--- config.mk ---
export PLATFORM = sky130hd
export DESIGN_NAME = rf_write_arbiter_flat
export DESIGN_NICKNAME = d
export VERILOG_FILES = /design/src/rtl/rf_write_arbiter_pkg.sv /design/src/rtl/rf_write_arbiter_if.sv /design/src/rtl/rf_write_arbiter_rr_arb.sv /design/src/rtl/rf_write_arbiter.sv /design/src/flat_wrapper.sv
export SDC_FILE = /design/constraint.sdc
export NUM_CORES = 1
export LEC_CHECK = 0
export ABC_AREA = 1
export BUFFER_PORTS_ARGS = -buffer_cell sky130_fd_sc_hd__buf_4
export CAP_MARGIN = 20
export CORE_MARGIN = 3
export CORE_UTILIZATION = 45
export DETAILED_ROUTE_END_ITERATION = 6
export PLACE_DENSITY = 0.85
export SYNTH_ARGS = -nofsm -noshare
export SYNTH_HDL_FRONTEND = slang
export SYNTH_SLANG_ARGS = --single-unit
--- constraint.sdc ---
create_clock -name clk -period 4.2 [get_ports clk]
set_clock_uncertainty 0.15 [all_clocks]
set_input_delay 0.21 -clock clk [delete_from_list [all_inputs] [get_ports clk]]
set_output_delay 0.21 -clock clk [all_outputs]
set_load 0.05 [all_outputs]
--- src/rtl/rf_write_arbiter_pkg.sv ---
// Shared constants and types for the register-file write arbiter.
// Latency/backpressure: n/a (declarations only).
package rf_ctrl_pkg;

  localparam int RF_DEPTH = 8;
  localparam int RF_AW    = 3;
  localparam int RF_DW    = 16;
  localparam int CLR_LAST = RF_DEPTH - 1;

  typedef enum logic {
    ARB   = 1'b0,
    CLEAR = 1'b1
  } state_t;

endpackage

--- src/rtl/rf_write_arbiter_if.sv ---
// Requester, clear-control and register-file write bus of the write arbiter.
// Latency/backpressure: n/a (wiring only); req_ready is the per-requester accept.
interface rf_write_arbiter_if
  import rf_ctrl_pkg::*;
#(
  parameter int NREQ = 3,
  parameter int DW   = RF_DW,
  parameter int AW   = RF_AW
);

  logic [NREQ-1:0]    req_valid;
  logic [NREQ-1:0]    req_ready;
  logic [NREQ*AW-1:0] req_addr;
  logic [NREQ*DW-1:0] req_data;
  logic               clr_start;
  logic               clr_busy;
  logic               clr_done;
  logic               rf_wr;
  logic [0:AW-1]      rf_wr_addr;
  logic [0:DW-1]      rf_d_in;
  logic [2:0]         grant_id;

  modport master (
    output req_valid, req_addr, req_data, clr_start,
    input  req_ready, clr_busy, clr_done, rf_wr, rf_wr_addr, rf_d_in, grant_id
  );

  modport slave (
    input  req_valid, req_addr, req_data, clr_start,
    output req_ready, clr_busy, clr_done, rf_wr, rf_wr_addr, rf_d_in, grant_id
  );

endinterface

--- src/rtl/rf_write_arbiter_rr_arb.sv ---
// Combinational round-robin picker: first set req at or above ptr, wrapping mod N.
// Latency 0; no state, the pointer is owned by the caller.
module rr_arb #(
  parameter  int N  = 3,
  localparam int PW = (N > 1) ? $clog2(N) : 1
) (
  input  logic [N-1:0]  req,
  input  logic [PW-1:0] ptr,
  output logic [N-1:0]  gnt,
  output logic [PW-1:0] gnt_idx,
  output logic          any
);

  int idx;

  always_comb begin
    gnt     = '0;
    gnt_idx = '0;
    any     = 1'b0;
    idx     = 0;
    for (int k = 0; k < N; k++) begin
      idx = (int'(ptr) + k) % N;
      if (!any && req[idx]) begin
        any      = 1'b1;
        gnt[idx] = 1'b1;
        gnt_idx  = PW'(idx);
      end
    end
  end

endmodule

--- src/rtl/rf_write_arbiter.sv ---
// Round-robin sharing of the register-file write port, plus an 8-write zeroing sequence.
// Latency 1 cycle accept-to-rf_wr; req_ready drops to zero while clearing or on clr_start.
module rf_write_arbiter
  import rf_ctrl_pkg::*;
#(
  parameter int NREQ = 3,
  parameter int DW   = RF_DW,
  parameter int AW   = RF_AW
) (
  input  logic               clk,
  input  logic               reset,
  rf_write_arbiter_if.slave  bus
);

  localparam int PW = (NREQ > 1) ? $clog2(NREQ) : 1;

  state_t          state_q, state_d;
  logic [PW-1:0]   ptr_q, ptr_d;
  logic [AW-1:0]   cnt_q, cnt_d;
  logic            wr_q, wr_d;
  logic [AW-1:0]   addr_q, addr_d;
  logic [DW-1:0]   data_q, data_d;
  logic [2:0]      gid_q, gid_d;
  logic            busy_q, busy_d;
  logic            done_q, done_d;

  logic [NREQ-1:0] gnt;
  logic [PW-1:0]   gnt_idx;
  logic            any_gnt;
  logic [NREQ-1:0] ready;

  rr_arb #(.N(NREQ)) u_rr_arb (
    .req     (bus.req_valid),
    .ptr     (ptr_q),
    .gnt     (gnt),
    .gnt_idx (gnt_idx),
    .any     (any_gnt)
  );

  always_comb begin
    state_d = state_q;
    ptr_d   = ptr_q;
    cnt_d   = cnt_q;
    wr_d    = 1'b0;
    addr_d  = addr_q;
    data_d  = data_q;
    gid_d   = gid_q;
    busy_d  = 1'b0;
    done_d  = 1'b0;
    ready   = '0;
    unique case (state_q)
      ARB: begin
        if (bus.clr_start) begin
          // Clear pre-empts arbitration; pending requests simply wait.
          state_d = CLEAR;
          cnt_d   = '0;
          busy_d  = 1'b1;
        end else if (any_gnt) begin
          ready  = gnt;
          wr_d   = 1'b1;
          addr_d = bus.req_addr[int'(gnt_idx)*AW +: AW];
          data_d = bus.req_data[int'(gnt_idx)*DW +: DW];
          gid_d  = 3'(gnt_idx);
          ptr_d  = (int'(gnt_idx) == NREQ - 1) ? '0 : gnt_idx + 1'b1;
        end
      end
      CLEAR: begin
        wr_d   = 1'b1;
        addr_d = cnt_q;
        data_d = '0;
        busy_d = 1'b1;
        cnt_d  = cnt_q + 1'b1;
        if (cnt_q == AW'(CLR_LAST)) begin
          state_d = ARB;
          busy_d  = 1'b0;
          done_d  = 1'b1;
        end
      end
      default: state_d = ARB;
    endcase
  end

  always_ff @(posedge clk) begin
    if (reset) begin
      state_q <= ARB;
      ptr_q   <= '0;
      cnt_q   <= '0;
      wr_q    <= 1'b0;
      addr_q  <= '0;
      data_q  <= '0;
      gid_q   <= '0;
      busy_q  <= 1'b0;
      done_q  <= 1'b0;
    end else begin
      state_q <= state_d;
      ptr_q   <= ptr_d;
      cnt_q   <= cnt_d;
      wr_q    <= wr_d;
      addr_q  <= addr_d;
      data_q  <= data_d;
      gid_q   <= gid_d;
      busy_q  <= busy_d;
      done_q  <= done_d;
    end
  end

  assign bus.req_ready  = ready;
  assign bus.rf_wr      = wr_q;
  assign bus.rf_wr_addr = addr_q;
  assign bus.rf_d_in    = data_q;
  assign bus.grant_id   = gid_q;
  assign bus.clr_busy   = busy_q;
  assign bus.clr_done   = done_q;

endmodule
--- src/flat_wrapper.sv ---
// flat-port wrapper written by rule: the top's interface ports become plain ports
module rf_write_arbiter_flat import rf_ctrl_pkg::*;
#(
  parameter int NREQ = 3,
  parameter int DW   = RF_DW,
  parameter int AW   = RF_AW
)
  (clk, reset, bus_req_valid, bus_req_addr, bus_req_data, bus_clr_start, bus_req_ready, bus_clr_busy, bus_clr_done, bus_rf_wr, bus_rf_wr_addr, bus_rf_d_in, bus_grant_id);
  rf_write_arbiter_if #(.NREQ(NREQ), .DW(DW), .AW(AW)) bus_i ();
  input  logic clk;
  input  logic reset;
  input wire logic [$bits(bus_i.req_valid)-1:0] bus_req_valid;
  input wire logic [$bits(bus_i.req_addr)-1:0] bus_req_addr;
  input wire logic [$bits(bus_i.req_data)-1:0] bus_req_data;
  input wire logic [$bits(bus_i.clr_start)-1:0] bus_clr_start;
  output wire logic [$bits(bus_i.req_ready)-1:0] bus_req_ready;
  output wire logic [$bits(bus_i.clr_busy)-1:0] bus_clr_busy;
  output wire logic [$bits(bus_i.clr_done)-1:0] bus_clr_done;
  output wire logic [$bits(bus_i.rf_wr)-1:0] bus_rf_wr;
  output wire logic [$bits(bus_i.rf_wr_addr)-1:0] bus_rf_wr_addr;
  output wire logic [$bits(bus_i.rf_d_in)-1:0] bus_rf_d_in;
  output wire logic [$bits(bus_i.grant_id)-1:0] bus_grant_id;
  assign bus_i.req_valid = bus_req_valid;
  assign bus_i.req_addr = bus_req_addr;
  assign bus_i.req_data = bus_req_data;
  assign bus_i.clr_start = bus_clr_start;
  assign bus_req_ready = bus_i.req_ready;
  assign bus_clr_busy = bus_i.clr_busy;
  assign bus_clr_done = bus_i.clr_done;
  assign bus_rf_wr = bus_i.rf_wr;
  assign bus_rf_wr_addr = bus_i.rf_wr_addr;
  assign bus_rf_d_in = bus_i.rf_d_in;
  assign bus_grant_id = bus_i.grant_id;
  rf_write_arbiter #(.NREQ(NREQ), .DW(DW), .AW(AW)) u_core (.clk(clk), .reset(reset), .bus(bus_i));
endmodule
After elaboration in Yosys (flattened, before gate mapping) --
Index checks and enable logic that the tools add are counted.
Storage, ports and cells: register bits after elaboration 29, bits of input ports 63, output and inout port bits 28, logic and storage cells 86
Cells by class: add/sub/neg operators 4, $mul 1, divide/modulo/power cells 3, $lt $le $gt $ge 6, eq/ne operators 5, shift-type cells 2, muxes and demuxes 43, bitwise logic cells 4, reductions and logical operators 10
Operator list (number):
- 32-bit by 1-bit greater-or-equal comparator with 1-bit output, second input constant | 3
- 32-bit by 4-bit < comparator with 1-bit output, second input constant | 3
- 32-bit by 3-bit modulo with 32-bit output, second input constant | 2
- 48-bit by 7-bit variable part select with 16-bit output | 1
- 3-bit by 3-bit modulo with 32-bit output, second input constant | 1
- 16-bit two-way mux | 2
- 16-bit one-hot mux with 2 select lines | 1
- 9-bit by 32-bit variable part select with 3-bit output | 1
- 3-bit two-way mux | 9
- 1-bit two-way mux | 17
- 3-bit one-hot mux with 2 select lines | 2
- 2-bit two-way mux | 4
- 1-bit binary-select mux with 2-bit select | 3
- 1-bit demux with 2-bit select | 3
- 3-bit bitwise OR | 2
- 1-bit logical AND | 5
- 2-bit by 2-bit multiplier with 4-bit output, second input constant | 1
- 2-bit != test, second input constant | 2
- 1-bit one-hot mux with 2 select lines | 2
- 2-bit by 1-bit adder with 3-bit output, second input constant | 1
- 2-bit by 2-bit adder with 3-bit output, second input constant | 1
- 3-bit by 1-bit adder with 3-bit output, second input constant | 1
- 3-bit == test, second input constant | 1
- 3-bit AND reduction | 1
- other kinds (7) | 9

Longest topological paths before layout --
Gate-level depths: netlist of the first run.
depth in word-level cells 16, gate-level depth with buffers 17, gate-level depth less buffers 15

Cells and area by module --
From an unflattened synthesis of the first run, not the netlist that was laid out.
Unflattened totals: cells, all modules 294, area, all modules 1829.3 sq um
By module, submodules not included:
- rf_write_arbiter | instances 1, cells each 233, area each 1508.9 sq um, sequential area each 580.6 sq um
- rr_arb | instances 1, cells each 61, area each 320.3 sq um, sequential area each 0.0 sq um

Worst setup path after synthesis of the first run --
OpenSTA, ideal clock, no wires.
path kind register to output, start register u_core.ptr_q[0], end output port bus_req_ready[2], data arrival time 2.214 ns, data required time 3.840 ns, path slack 1.626 ns, cell stages (with the launch flop) 10, path buffers 2, cell sequence dfxtp_1 inv_1 ha_1 buf_6 nand2_1 nand3_2 nand2_1 nand4_2 buf_2 a21oi_1
Between the ends: longest elaborated chain between the ends 14, elaborated cells on any way between the ends 44, classes of those cells add/sub: 2; div: 3; order compare: 6; mux: 24; bitwise: 2; reduce/logical: 7
Ends and longest elaborated chain:
- from (decl) | line rf_write_arbiter.sv:18 | logic [PW-1:0] ptr_q, ptr_d;
- from (signal assigned) | line rf_write_arbiter.sv:96 | ptr_q <= ptr_d;
- parallel branches: the longest is 11 deep, another holds 32-bit by 3-bit modulo with 32-bit output
- 3-bit two-way mux (*) | line rf_write_arbiter.sv:58 | end else if (any_gnt) begin
- 3-bit two-way mux (*) | line rf_write_arbiter.sv:53 | if (bus.clr_start) begin
- 3-bit two-way mux (*) | line rf_write_arbiter.sv:51 | unique case (state_q)
- to (decl) | line flat_wrapper.sv:16 | output wire logic [$bits(bus_i.req_ready)-1:0] bus_req_ready;
Every way passes the cells marked *. The select of a mux whose other input is x is not followed.

Worst setup path in the final report of the first run --
Ends and elaborated chain as after synthesis.

==> results by group, run 1 <==
Run status
  • Run status: complete, no violations

STA
  • Unrepaired setup endpoints after global routing: false
  • Worst rel slew slack: 52.6%
  • Worst slew pin tran: 0.711 ns
  • Fin crit period: 2.80 ns
  • Maximum clock frequency: 0.358 GHz
  • Setup ws final: 1.40 ns
  • Setup violators final: 0
  • Period Utilization, post-route: 66.6%
  • Final Hold Vio Count: 0
  • Final setup TNS: 0 ns
  • Final Max Slew Viols: 0

Clocking
  • Post CTS Setup Buffer Count: 0
  • Cts bufs inserted: 5
  • Clk root buf: clkbuf_8
  • Clock sinks: 29
  • CTS tree: done
  • Post_cts resized: 0
  • Max clock buf depth: 2
  • Clock slew at reported path FFs: 0.06 ns
  • Clock Latency Late Sink: 0.28 ns
  • CTS Hold Buffers Added: 0
  • H-tree depth: 2

Power and ir drop
  • Leakage: 1.40 nW
  • Peak VDD IR: 0.000219 V
  • Pwr dens: 463 nW/µm²

Cells and area
  • Final core occ: 66.1%
  • Layout cell share with drive strength beyond 1: 35.6%
  • Commonest non-fill, non-tap cell in the layout: buf_4
  • P&R area growth vs syn: 36.4%
  • # fillers: 386
  • Commonest cells after routing, fill and taps aside: buf_4 (90), nand2_1 (85), nor2_1 (39)
  • Filler-free cell count of the finished design: 440
  • Fin nets: 459
  • Inserted Diodes: 0

Route
  • Via density per instance: 5.17
  • WL per Instance: 13.5 µm
  • Drt pass-1 iters: 4
  • Vias: 2273
  • Routed WL: 5.95 mm
  • Residual DRC count: 0
  • DRT iter0 DRCs: 150
  • Post-route ant nets: 0

Logic synthesis
  • Synthesized area per cell: 6.56 µm²
  • Mapped Cells: 306
  • Yosys reg bits: 29
  • Prevailing post-synth register cell: dfxtp_1
  • Synth warnings: 0
  • Number of enable flip-flop cells after synthesis: 0
  • Synth Net Count: 375
  • Post-synth ARST share: 0%
  • Post-synth cell types: 33
  • Post-Syn Area: 2010 µm²
  • Register area share after synthesis: 28.9%

Place
  • # placed instances: 433
  • Port Buffers: 89
  • Dpl ws: 1.47 ns
  • Gpl congestion: 0.955
  • Half-perimeter wire length after detailed placement: 4.62 mm

Setup path
  • Element type at the critical path end: output port
  • WP data required: 3.84 ns
  • Critical path arrival: 2.44 ns
  • Crit-path max FO: 13
  • CP Launch Type: register
  • WS Path Type: register to output port
  • Reg2reg setup slack: 1.42 ns

Floorplanning
  • CORE AREA: 4140 µm²
  • Die H: 72.8 µm
  • Initial Util: 48.5%
  • Die W: 72.8 µm
  • Io pins: 91
  • FP Rows: 23
  • Die ar.: 5300 µm²

Flow run
  • Max Cap Viol: 0

Global routing
  • Overflow after GRT: 0
  • Tot GR Track Use: 23.1%
  • First-pass GRT wire length: 9.62 mm
  • Pin count of the biggest net entering global routing: 25
  • Number of global-route vias before repair: 2172
  • Initial antenna violation count: 0

Hold path
  • Hold Crit Class: input port to register
-- power breakdown --
group	internal, W	leakage [nW]	switching, W	total [W]
clock	0.000130	0.0443	0.0000988	0.000228
combinational	0.000229	1.12	0.000475	0.000704
sequential	0.000313	0.238	0.0000233	0.000337
-- flip-flops by register name, summed over array words and instances (netlist names) --
signal / flops
u_core.bus.clr_busy: 1
u_core.bus.grant_id: 2
u_core.cnt_q: 3
u_core.ptr_q: 2
u_core.bus.rf_wr_addr: 3
u_core.bus.rf_d_in: 16
u_core.bus.rf_wr: 1
u_core.bus.clr_done: 1
-- cell type report --
class / instances / area, µm² / area share, %
inverter: 33 / 124 / 4.52
timing repair buffer: 90 / 676 / 24.7
sequential: 29 / 581 / 21.2
multi-input combinational: 231 / 1210 / 44.2
clock buffer: 7 / 86.3 / 3.15
tap: 50 / 62.6 / 2.28
-- per-stage QoR --
stage | cell area [µm²] | hold WS, ns | power (W)
floorplan | 2010 | 0.129 | 0.000890
global placement | 2650 | 0.304 | 0.00102
detailed placement | 2650 | 0.308 | 0.00104
CTS | 2740 | 0.0873 | 0.00127
global route | 2740 | 0.108 | 0.00136
finish | 2740 | 0.0956 | 0.00127
-- critical path: stages, from the launching register on --
cell	delay, ns
dfxtp_1	0.38
inv_1	0.08
ha_1	0.46
inv_2	0.10
nand2_1	0.08
nand3_2	0.06
nand2_1	0.13
nand4_2	0.33
a21oi_1	0.31
buf_4	0.23
-- metal layers --
metal | global-route usage, % | routed length [µm] | vias to the layer above
met5 | 0 | 0 | -
met4 | 7.17 | 89 | 0
met3 | 8.68 | 732 | 13
met2 | 38.3 | 2760 | 115
met1 | 27.8 | 2370 | 1010
li1 | - | - | 1135
-- logic make-up after synthesis --
group                      count (synthesis)  synth area share (%)
AOI/OAI and AO/OA                         52                  16.6
adders and majority gates                  6                  3.74
buffers and inverters                     46                  10.8
DFF                                       29                  28.9
other                                      1                 0.187
and+or+nand+nor                          172                  39.8
-- Yosys cell counts (2+ instances only) --
| master | number | area share (%) |
|---|---|---|
| nand3_2 | 5 | 2.5 |
| buf_6 | 2 | 1.1 |
| o21ai_0 | 6 | 1.5 |
| nor2_1 | 39 | 7.3 |
| nand2_1 | 85 | 16 |
| o21ai_1 | 3 | 0.75 |
| nand3_1 | 19 | 4.7 |
| buf_2 | 4 | 1.0 |
| clkbuf_1 | 3 | 0.56 |
| a21oi_2 | 8 | 3.5 |
| dfxtp_1 | 29 | 29 |
| buf_4 | 2 | 0.75 |
| nand2_2 | 13 | 4.0 |
| a21boi_0 | 11 | 4.1 |
| ha_1 | 6 | 3.7 |
| inv_1 | 26 | 4.9 |
| inv_2 | 7 | 1.3 |
| a21oi_1 | 20 | 5.0 |
| nand2_4 | 3 | 1.7 |
| nand4_1 | 2 | 0.62 |
-- path summary, 6_finish.rpt --
kind,cells past startpoint,startpoint,to
setup / recovery,9,u_core.ptr_q[0],bus_req_ready[2]
hold / removal,3,bus_clr_start,u_core.bus.clr_busy
setup reg to reg,13,u_core.ptr_q[0],u_core.bus.rf_d_in[8]
hold reg to reg,2,u_core.bus.rf_wr_addr[2],u_core.bus.rf_wr_addr[2]
Power figures use the tool's default switching activity.
==> run 2: changes to the inputs <==
ABC_AREA = 0   (was 1)
CORE_UTILIZATION = 40   (was 45)
PLACE_DENSITY = 0.83   (was 0.85)
clock period = 2.4 ns   (was 4.2 ns; I/O delays follow)
==> run 2 against run 1 <==
Net effect:
- the flow now finishes with violations (setup timing)
- highest routed layer unchanged
- critical path type is now register to register
- final area is 14% higher
- power grew 70%
- first-iteration DRC count down 15%
- synthesized cell count down 34%
- register-to-register slack got worse by 1.5 ns
- critical endpoint is now u_core.bus.rf_wr_addr[2]
- count of clock-buffer cells in the layout unchanged
==> results by group, run 2 <==
Route
  • Post-route ant nets: 0 (unchanged)
  • Via density per instance: 5.61 (was 5.17)
  • Routed WL: 6.59 mm (was 5.95 mm)
  • Vias: 2160 (was 2273)
  • DRT iter0 DRCs: 127 (was 150)
  • Residual DRC count: 0 (unchanged)
  • WL per Instance: 17.1 µm (was 13.5 µm)
  • Drt pass-1 iters: 5 (was 4)

Power and ir drop
  • Power share of the combinational group: 55.6% (was 55.5%)
  • Peak VDD IR: 0.000507 V (was 0.000219 V)
  • Pwr dens: 694 nW/µm² (was 463 nW/µm²)
  • Power Total: 0.00216 W (was 0.00127 W)
  • Sequential group share of total power: 26.3% (was 26.5%)
  • Leakage: 1.39 nW (was 1.40 nW)
  • Internal power: 0.00131 W (was 0.000672 W)
  • Switching power share of the total: 39.3% (was 47.1%)
  • NetSw: 0.000848 W (was 0.000597 W)
  • Clock Power Share: 18.1% (was 18.0%)

Logic synthesis
  • Mux share of post-synthesis cell area: 3.23% (was 0%)
  • Mapped Cells: 202 (was 306)
  • Synth Area in Compound Gates: 33.7% (was 16.6%)
  • Register area share after synthesis: 34.0% (was 28.9%)
  • Post-synth ARST share: 0% (unchanged)
  • Post-synth cell types: 43 (was 33)
  • Synth warnings: 0 (unchanged)
  • Top post-synthesis cells by area: dfxtp_1 (34%), a22o_1 (8.2%), a21oi_1 (7.9%) (was dfxtp_1 (29%), nand2_1 (16%), nor2_1 (7.3%))
  • Leading area contributor after synthesis: dfxtp_1 (unchanged)
  • XOR/XNOR Fraction of Synth Area: 0% (unchanged)
  • Synth cell count leaders: dfxtp_1 (29), nand2_1 (29), a21oi_1 (27) (was nand2_1 (85), nor2_1 (39), dfxtp_1 (29))
  • Synth Net Count: 271 (was 375)
  • Main combinational cell family by area after synthesis: compound AO/OA/AOI/OAI gates (was simple AND/OR/NAND/NOR gates)
  • Number of enable flip-flop cells after synthesis: 0 (unchanged)
  • Post-Syn Area: 1710 µm² (was 2010 µm²)
  • Adder-Cell Fraction of Synth Area: 4.40% (was 3.74%)
  • Yosys top cell area share: 34.0% (was 28.9%)
  • Synthesized area per cell: 8.45 µm² (was 6.56 µm²)
  • Yosys reg bits: 29 (unchanged)
  • Simple-gate portion of the synthesized area: 17.6% (was 39.8%)
  • Prevailing post-synth register cell: dfxtp_1 (unchanged)

Cells and area
  • Final core occ: 76.7% (was 66.1%)
  • Max reg flops: 16 (unchanged)
  • P&R area growth vs syn: 82.4% (was 36.4%)
  • Fin nets: 404 (was 459)
  • Commonest cells after routing, fill and taps aside: buf_4 (109), dfxtp_1 (27), a21oi_1 (20) (was buf_4 (90), nand2_1 (85), nor2_1 (39))
  • Inserted Diodes: 0 (unchanged)
  • Commonest non-fill, non-tap cell in the layout: buf_4 (unchanged)
  • Layout cell share with drive strength beyond 1: 53.4% (was 35.6%)

Setup path
  • FF-to-FF End: u_core.bus.rf_wr_addr[2] (was u_core.bus.rf_d_in[8])
  • Critical path arrival: 2.47 ns (was 2.44 ns)
  • CP Launch Type: register (unchanged)
  • Reg2reg start: u_core.ptr_q[0] (unchanged)
  • Worst-case reg-to-reg path depth: 12 (was 13)
  • WS Path Type: register to register (was register to output port)
  • Element type at the critical path end: register (was output port)
  • WP data required: 2.44 ns (was 3.84 ns)
  • Crit-path max FO: 10 (was 13)
  • Reg2reg setup slack: -0.04 ns (was 1.42 ns)

STA
  • Setup ws final: -0.0360 ns (was 1.40 ns)
  • Hold_ws: 0.0317 ns (was 0.0956 ns)
  • Fin crit period: 2.44 ns
  • Final Max Slew Viols: 0 (unchanged)
  • Unrepaired setup endpoints after global routing: true (was false)
  • Maximum clock frequency: 0.411 GHz
  • Final Hold Vio Count: 0 (unchanged)
  • Setup violators final: 4 (was 0)
  • Period Utilization, post-route: 102%

Global routing
  • First-pass GRT wire length: 9.09 mm (was 9.62 mm)
  • Tot GR Track Use: 21.7% (was 23.1%)
  • Pin count of the biggest net entering global routing: 18 (was 25)
  • Initial antenna violation count: 0 (unchanged)
  • Number of global-route vias before repair: 1978 (was 2172)
  • Overflow after GRT: 0 (unchanged)

Clocking
  • H-tree depth: 2 (unchanged)
  • Clk root buf: clkbuf_8 (unchanged)
  • Cts bufs inserted: 5 (unchanged)
  • CTS tree: done (unchanged)
  • Max clock buf depth: 2 (unchanged)
  • Clock slew at reported path FFs: 0.06 ns (about the same)
  • Clock Latency Late Sink: 0.27 ns (was 0.28 ns)
  • Clock sinks: 29 (unchanged)

Floorplanning
  • Initial Util: 42.1% (was 48.5%)
  • Die ar.: 5090 µm² (was 5300 µm²)
  • Die W: 71.3 µm (was 72.8 µm)
  • FP Rows: 23 (unchanged)
  • Io pins: 91 (unchanged)
  • Die H: 71.3 µm (was 72.8 µm)
  • CORE AREA: 4060 µm² (was 4140 µm²)

Hold path
  • Hold Crit Class: input port to register (unchanged)
  • WHS Path Cells: 4 (was 3)
  • Min-delay src: bus_clr_start (unchanged)
  • Hold EP: u_core.cnt_q[1] (was u_core.bus.clr_busy)

Run status
  • Failing checks: setup timing
  • Run status: finished, violations left (was complete, no violations)

Place
  • Half-perimeter wire length after detailed placement: 4.01 mm (was 4.62 mm)
  • Gpl congestion: 0.918 (was 0.955)
  • Dpl ws: -0.0558 ns (was 1.47 ns)
  • Port Buffers: 89 (unchanged)

Flow run
  • Max Cap Viol: 0 (unchanged)
## run 2: cell count changes after synthesis, moves of 13 or more
cell,delta
nand3_1,-17
a22o_1,+16
nor2_1,-30
inv_1,-22
nand2_1,-56
nand2_2,-13
## run 2: power by group through the flow
stage	combinational [W]	sequential (W)	clock [W]
final	0.00120	0.000568	0.000391
after global routing	0.00126	0.000573	0.000415
after CTS	0.00104	0.000560	0.000393
after detailed placement	0.000964	0.000569	0
after global placement	0.000951	0.000567	0
after floorplan	0.000496	0.000721	0
## run 2: layout make-up
cell class                      count  area [µm²]
Multi-Input combinational cell    154        1200
Timing Repair Buffer              141        1160
Inverter                            4        17.5
Tap cell                           50        62.6
Fill cell                         234         945
Sequential cell                    29         586
Clock buffer                        7        86.3
## run 2: how the worst max path moves through the flow
stage                                from                        to  depth (start not counted)
after floorplan           u_core.ptr_q[1]          bus_req_ready[0]                          8
after detailed placement  u_core.ptr_q[0]     u_core.bus.rf_d_in[2]                         11
after global routing      u_core.ptr_q[0]     u_core.bus.rf_d_in[1]                         12
final                     u_core.ptr_q[0]  u_core.bus.rf_wr_addr[2]                         12
after CTS                 u_core.ptr_q[0]          bus_req_ready[1]                          9
after global placement    u_core.ptr_q[0]     u_core.bus.rf_d_in[2]                         11
## run 2: logic make-up after synthesis
family	after synthesis
mux	5
compound gates	81
other cells	1
flops	29
simple gates	61
fa+ha+maj	6
buf+inv	19
## run 2: per-stage QoR
stage / instances / area (µm²) / TNS (ns)
final: 385 / 3110 / -0.0920
after global routing: 385 / 3110 / -1.77
after CTS: 380 / 2890 / -0.0167
after detailed placement: 349 / 2530 / -0.484
after global placement: 349 / 2530 / 0
after floorplan: 202 / 1730 / -0.101
## run 2: worst max-delay path, stage by stage (launching register included)
cell and delay, ns:
dfxtp_2 0.32, buf_6 0.12, ha_4 0.18, mux2i_2 0.16, mux2_4 0.31, buf_6 0.13
a21oi_2 0.15, a41oi_2 0.06, buf_6 0.17, nor2_4 0.11, buf_4 0.20, a21oi_1 0.10
o31ai_1 0.20
## run 2: per-layer routing
metal	routed length (µm)	up-vias	track usage, %
met5	0	-	0
met4	236	0	5.85
met3	506	29	4.63
met2	3350	123	39.2
met1	2490	1006	25.8
li1	-	1002	-
## run 2: what timing repair did
| action | in CTS | in global routing |
|---|---|---|
| hold endpoints to repair | 20 | 0 |
| buffers inserted | 7 | 3 |
| gates resized for setup | 12 | 59 |
| gates cloned | 0 | 2 |
| endpoints found under the setup margin | 22 | 22 |
| hold buffers | 17 | 0 |
| pin swaps | 6 | 13 |
